### config.mk
export PLATFORM = sky130hd
export DESIGN_NAME = sync_fifo
export DESIGN_NICKNAME = d
export VERILOG_FILES = /design/src/rtl/fifo_pkg.sv /design/src/rtl/fifo_mem.sv /design/src/rtl/sync_fifo.sv
export SDC_FILE = /design/constraint.sdc
export NUM_CORES = 1
export LEC_CHECK = 0
export ABC_CLOCK_PERIOD_IN_PS = 5100
export BUFFER_PORTS_ARGS = -buffer_cell sky130_fd_sc_hd__buf_2
export CORE_MARGIN = 3
export CORE_UTILIZATION = 66
export CTS_CLUSTER_SIZE = 28
export DETAILED_ROUTE_END_ITERATION = 10
export PLACE_DENSITY_LB_ADDON = 0.08
export REMOVE_ABC_BUFFERS = 1
export SETUP_SLACK_MARGIN = 0.3
export SYNTH_ARGS = -nofsm -noshare
export SYNTH_HDL_FRONTEND = slang
export SYNTH_SLANG_ARGS = --single-unit
### constraint.sdc
create_clock -name clk -period 5.1 [get_ports clk]
set_input_delay 0 -clock clk [delete_from_list [all_inputs] [get_ports clk]]
set_output_delay 0 -clock clk [all_outputs]
set_load 0.1 [all_outputs]
### src/rtl/fifo_pkg.sv
// fifo_pkg: shared defaults and pointer-width helper for sync_fifo
package fifo_pkg;
    localparam int DEF_WIDTH = 8;
    localparam int DEF_DEPTH = 16;
    function automatic int ptr_width(input int depth);
        return $clog2(depth) + 1;
    endfunction
endpackage

### src/rtl/fifo_mem.sv
// fifo_mem: DEPTH x WIDTH register array, synchronous write, registered read
module fifo_mem
    import fifo_pkg::*;
#(
    parameter int WIDTH = DEF_WIDTH,
    parameter int DEPTH = DEF_DEPTH
) (
    input  logic                     clk,
    input  logic                     rst,
    input  logic                     we,
    input  logic [$clog2(DEPTH)-1:0] waddr,
    input  logic [WIDTH-1:0]         wdata,
    input  logic                     re,
    input  logic [$clog2(DEPTH)-1:0] raddr,
    output logic [WIDTH-1:0]         rdata
);
    logic [WIDTH-1:0] mem [DEPTH];
    always_ff @(posedge clk)
        if (we) mem[waddr] <= wdata;
    // Read sees the pre-write contents, so a read+write on the same slot returns the old word
    always_ff @(posedge clk or posedge rst)
        if (rst) rdata <= '0;
        else if (re) rdata <= mem[raddr];
endmodule

### src/rtl/sync_fifo.sv
// sync_fifo: single-clock FIFO with wrap-bit pointers and registered read data.
// Defining FIFO_ERR_EN adds overflow/underflow pulse outputs.
module sync_fifo
    import fifo_pkg::*;
#(
    parameter int WIDTH = DEF_WIDTH,
    parameter int DEPTH = DEF_DEPTH
) (
    input  logic             clk,
    input  logic             rst,
    input  logic             we,
    input  logic             re,
    input  logic [WIDTH-1:0] data_in,
    output logic [WIDTH-1:0] data_out,
    output logic             full,
    output logic             empty
`ifdef FIFO_ERR_EN
    ,
    output logic             overflow,
    output logic             underflow
`endif
);
    localparam int PW = ptr_width(DEPTH);
    logic [PW-1:0] wr_ptr, rd_ptr;
    logic wr_en, rd_en;
    assign empty = wr_ptr == rd_ptr;
    assign full  = (wr_ptr[PW-2:0] == rd_ptr[PW-2:0]) && (wr_ptr[PW-1] != rd_ptr[PW-1]);
    // A concurrent read frees a slot, so a write on full is still accepted
    assign wr_en = we && (!full || re);
    assign rd_en = re && !empty;
    always_ff @(posedge clk or posedge rst)
        if (rst) begin
            wr_ptr <= '0;
            rd_ptr <= '0;
        end else begin
            if (wr_en) wr_ptr <= wr_ptr + PW'(1);
            if (rd_en) rd_ptr <= rd_ptr + PW'(1);
        end
`ifdef FIFO_ERR_EN
    always_ff @(posedge clk or posedge rst)
        if (rst) begin
            overflow  <= 1'b0;
            underflow <= 1'b0;
        end else begin
            overflow  <= we && full;
            underflow <= re && empty && !we;
        end
`endif
    fifo_mem #(.WIDTH(WIDTH), .DEPTH(DEPTH)) u_mem (
        .clk   (clk),
        .rst   (rst),
        .we    (wr_en),
        .waddr (wr_ptr[PW-2:0]),
        .wdata (data_in),
        .re    (rd_en),
        .raddr (rd_ptr[PW-2:0]),
        .rdata (data_out)
    );
endmodule

==> results.sh <==
export IMPL_core_region_area_mm2=0.00846
export IMPL_combPwrFrac=0.332
export IMPL_met2_length_um=5790
export IMPL_setup_viol=0
export IMPL_insertion_delay_ns=0.52
export IMPL_p_int_mw=2.66
export IMPL_cap_violations=0
export IMPL_clkSinkCount=146
export IMPL_dp_worst_setup_slack_ns=2.25
export IMPL_io_buffers=21
export IMPL_endpoint_kind="flip-flop"
export IMPL_final_hold_viol_count=0
export IMPL_overflow=0
export IMPL_die_x_um=101
export IMPL_top_layer="met4"
export IMPL_synth_seq_cells=146
export IMPL_final_common_cell="edfxtp_1"
export IMPL_finalWeightedCongestion=0.785
export IMPL_met3_wirelength_um=939
export IMPL_postCtsSetupRepairBufs=0
export IMPL_p_clk_frac=0.263
export IMPL_rr_worst_depth=4
export IMPL_yosysWarnings=0
export IMPL_worstPathMaxFanout=30
export IMPL_grt_pass1_wl_um=18800
export IMPL_drv_slew=0
export IMPL_finalPower_mw=4.13
export IMPL_drc_errors=0
export IMPL_root_buffer="clkbuf_8"
export IMPL_die_area_mm2=0.0102
export IMPL_cts_resized=0
export IMPL_vias=2981
export IMPL_irDropWorstVdd_uv=416
export IMPL_finalCritPeriodShare=0.559
export IMPL_worst_pin_slew_ns=1.01
export IMPL_ctsLongestPathBuffers=2
export IMPL_netlist_area_mm2=0.00593
export IMPL_crit_path_start="rd_ptr[1]"
export IMPL_ys_types=33
export IMPL_rsz0062_at_grt="false"
export IMPL_numCtsBuffers=17
export IMPL_r2r_setup_slack_ns=2.25
export IMPL_wl_per_cell_um=26.2
export IMPL_grt_usage=0.263
export IMPL_synth_flop_cell="edfxtp_1"
export IMPL_critPathArrivalTime_ns=3.01
export IMPL_avgSynthCellArea_um2=19.4
export IMPL_drt_total_wl_um=12000
export IMPL_min_period_ns=2.85
export IMPL_total_leakage_power_nw=2.36
export IMPL_avgViaCountPerCell=6.49
export IMPL_clk_pin_slew_ns=0.06
export IMPL_grt_pass1_vias=3169
export IMPL_dr_pass1_iters=5
export IMPL_synth_edff_count=128
export IMPL_layout_setup_ws_ns=2.25
export IMPL_postCtsHoldBufs=11
export IMPL_nets=358
export IMPL_required_ns=5.26
export IMPL_place_hpwl_um=7370
export IMPL_max_slew_margin_rel=0.322
export IMPL_ant_nets=0
export IMPL_dieHeight_um=101
export IMPL_wl_met1_um=5160
export IMPL_antennaDiodeCount=0
export IMPL_power_switching_share=0.355
export IMPL_grt_start_max_net_pins=44
export IMPL_io_pins=22
export IMPL_multi_input_area_mm2=0.00152
export IMPL_fin_tns_setup_ns=0
export IMPL_drtIter0Drc=213
export IMPL_seq_area_mm2=0.00430
export IMPL_status="finished, final reports clean"
export IMPL_drive_gt1_frac=0.280
export IMPL_clock_skew_final_ns=0.0110
export IMPL_syn_to_final_growth_pct=13.4
export IMPL_path_class="reg2reg"
export IMPL_htreeDepth=4
export IMPL_grt_antenna_before_repair=0
export IMPL_cts_tree="yes"
export IMPL_seq_area_frac_synth=0.724
export IMPL_reg2reg_from="rd_ptr[1]"
export IMPL_cellPowerDensity_mw_per_mm2=614
export IMPL_power_frac_seq=0.405
export IMPL_num_rows=33
export IMPL_timing_rr_end="u_mem.mem[2][7]"
export IMPL_syn_instance_count=305
export IMPL_async_reset_ff_frac=0.123
export IMPL_fmax_mhz=351
export IMPL_initial_core_util=0.700
export IMPL_mostFrequentLayoutCells="edfxtp_1 (128), mux4_2 (24), buf_2 (21)"
export IMPL_critPathLaunchType="flip-flop"
export IMPL_fill_cells=427
export IMPL_power_switching_mw=1.47
export IMPL_hold_class="in2async"
[kinds of logic (layout without fill, tap and decap cells)]
family                     count (synthesis)  count (layout)  share of synthesized area
AOI/OAI and AO/OA                         24              24                     0.0348
buffers and inverters                     21              70                     0.0190
adders and majority gates                  5               5                     0.0106
and+or+nand+nor                           37              37                     0.0382
DFF                                      146             146                      0.724
muxes                                     58              58                      0.152
xor gates and xnor gates                  14              14                     0.0207
[critical path, stage by stage, from the launching register on]
cell and delay, ns:
dfrtp_2 0.94, xnor2_1 0.19, nand4_2 0.26, o31a_1 0.56, and3_1 0.54
[how the worst max path moves through the flow]
stage	cells after the start	to	slack, ns
after CTS	4	u_mem.mem[2][7]	2.20
after floorplan	3	empty	2.02
after global placement	4	u_mem.mem[2][6]	2.33
final	4	u_mem.mem[2][7]	2.25
after detailed placement	4	u_mem.mem[11][7]	2.25
after global routing	4	u_mem.mem[11][1]	1.98
[Yosys cell counts (2+ instances only)]
master	instances	area, µm²
o211ai_1	2	15.0
nor2_1	5	18.8
nand2_1	2	7.51
mux2i_1	16	160
ha_1	5	62.6
a22o_1	8	70.1
a221oi_1	8	70.1
dfrtp_1	18	450
xnor2_1	13	114
mux4_2	24	541
and4_1	3	26.3
buf_6	3	33.8
edfxtp_1	128	3840
and3_1	12	75.1
buf_2	5	25.0
mux2_2	18	203
buf_1	2	7.51
nand2b_1	8	50.1
clkbuf_1	5	18.8
nor2b_1	4	25.0
inv_1	4	15.0
[layout make-up]
| cell class | count | share of cell area |
|---|---|---|
| multi-input cells | 138 | 0.226 |
| inverters | 4 | 0.00223 |
| clock buffers | 21 | 0.0668 |
| repair buffers | 34 | 0.0343 |
| well taps | 105 | 0.0195 |
| flip-flops and latches | 146 | 0.639 |
| clock inverters | 11 | 0.0115 |
[registers in the layout, indices dropped and copies added, names as in the netlist]
register	count
u_mem.mem	128
u_mem.rdata	8
rd_ptr	5
wr_ptr	5
[metal layers]
layer  vias to the layer above  track usage
met2                       140        0.388
met3                        10       0.0713
met4                         0       0.0798
li1                       1304            -
met5                         -            0
met1                      1527        0.393
[power groups by stage]
stage                     Clock, mW  Combinational, mW  Sequential, mW
after global placement            0               1.33            1.69
after global routing           1.16               1.46            1.70
after floorplan                   0              0.753            1.94
after detailed placement          0               1.36            1.69
final                          1.08               1.37            1.67
after CTS                      1.10               1.38            1.68
[stage by stage]
stage,hold slack [ns],utilization,cells,area (µm²)
floorplan,-0.0614,-,288,5830
global placement,0.141,0.719,416,6080
detailed placement,0.150,0.719,416,6080
CTS,0.151,0.794,459,6720
global route,0.188,0.794,459,6720
finish,0.147,0.794,459,6720
No activity file was read; power rests on OpenSTA's default activity.
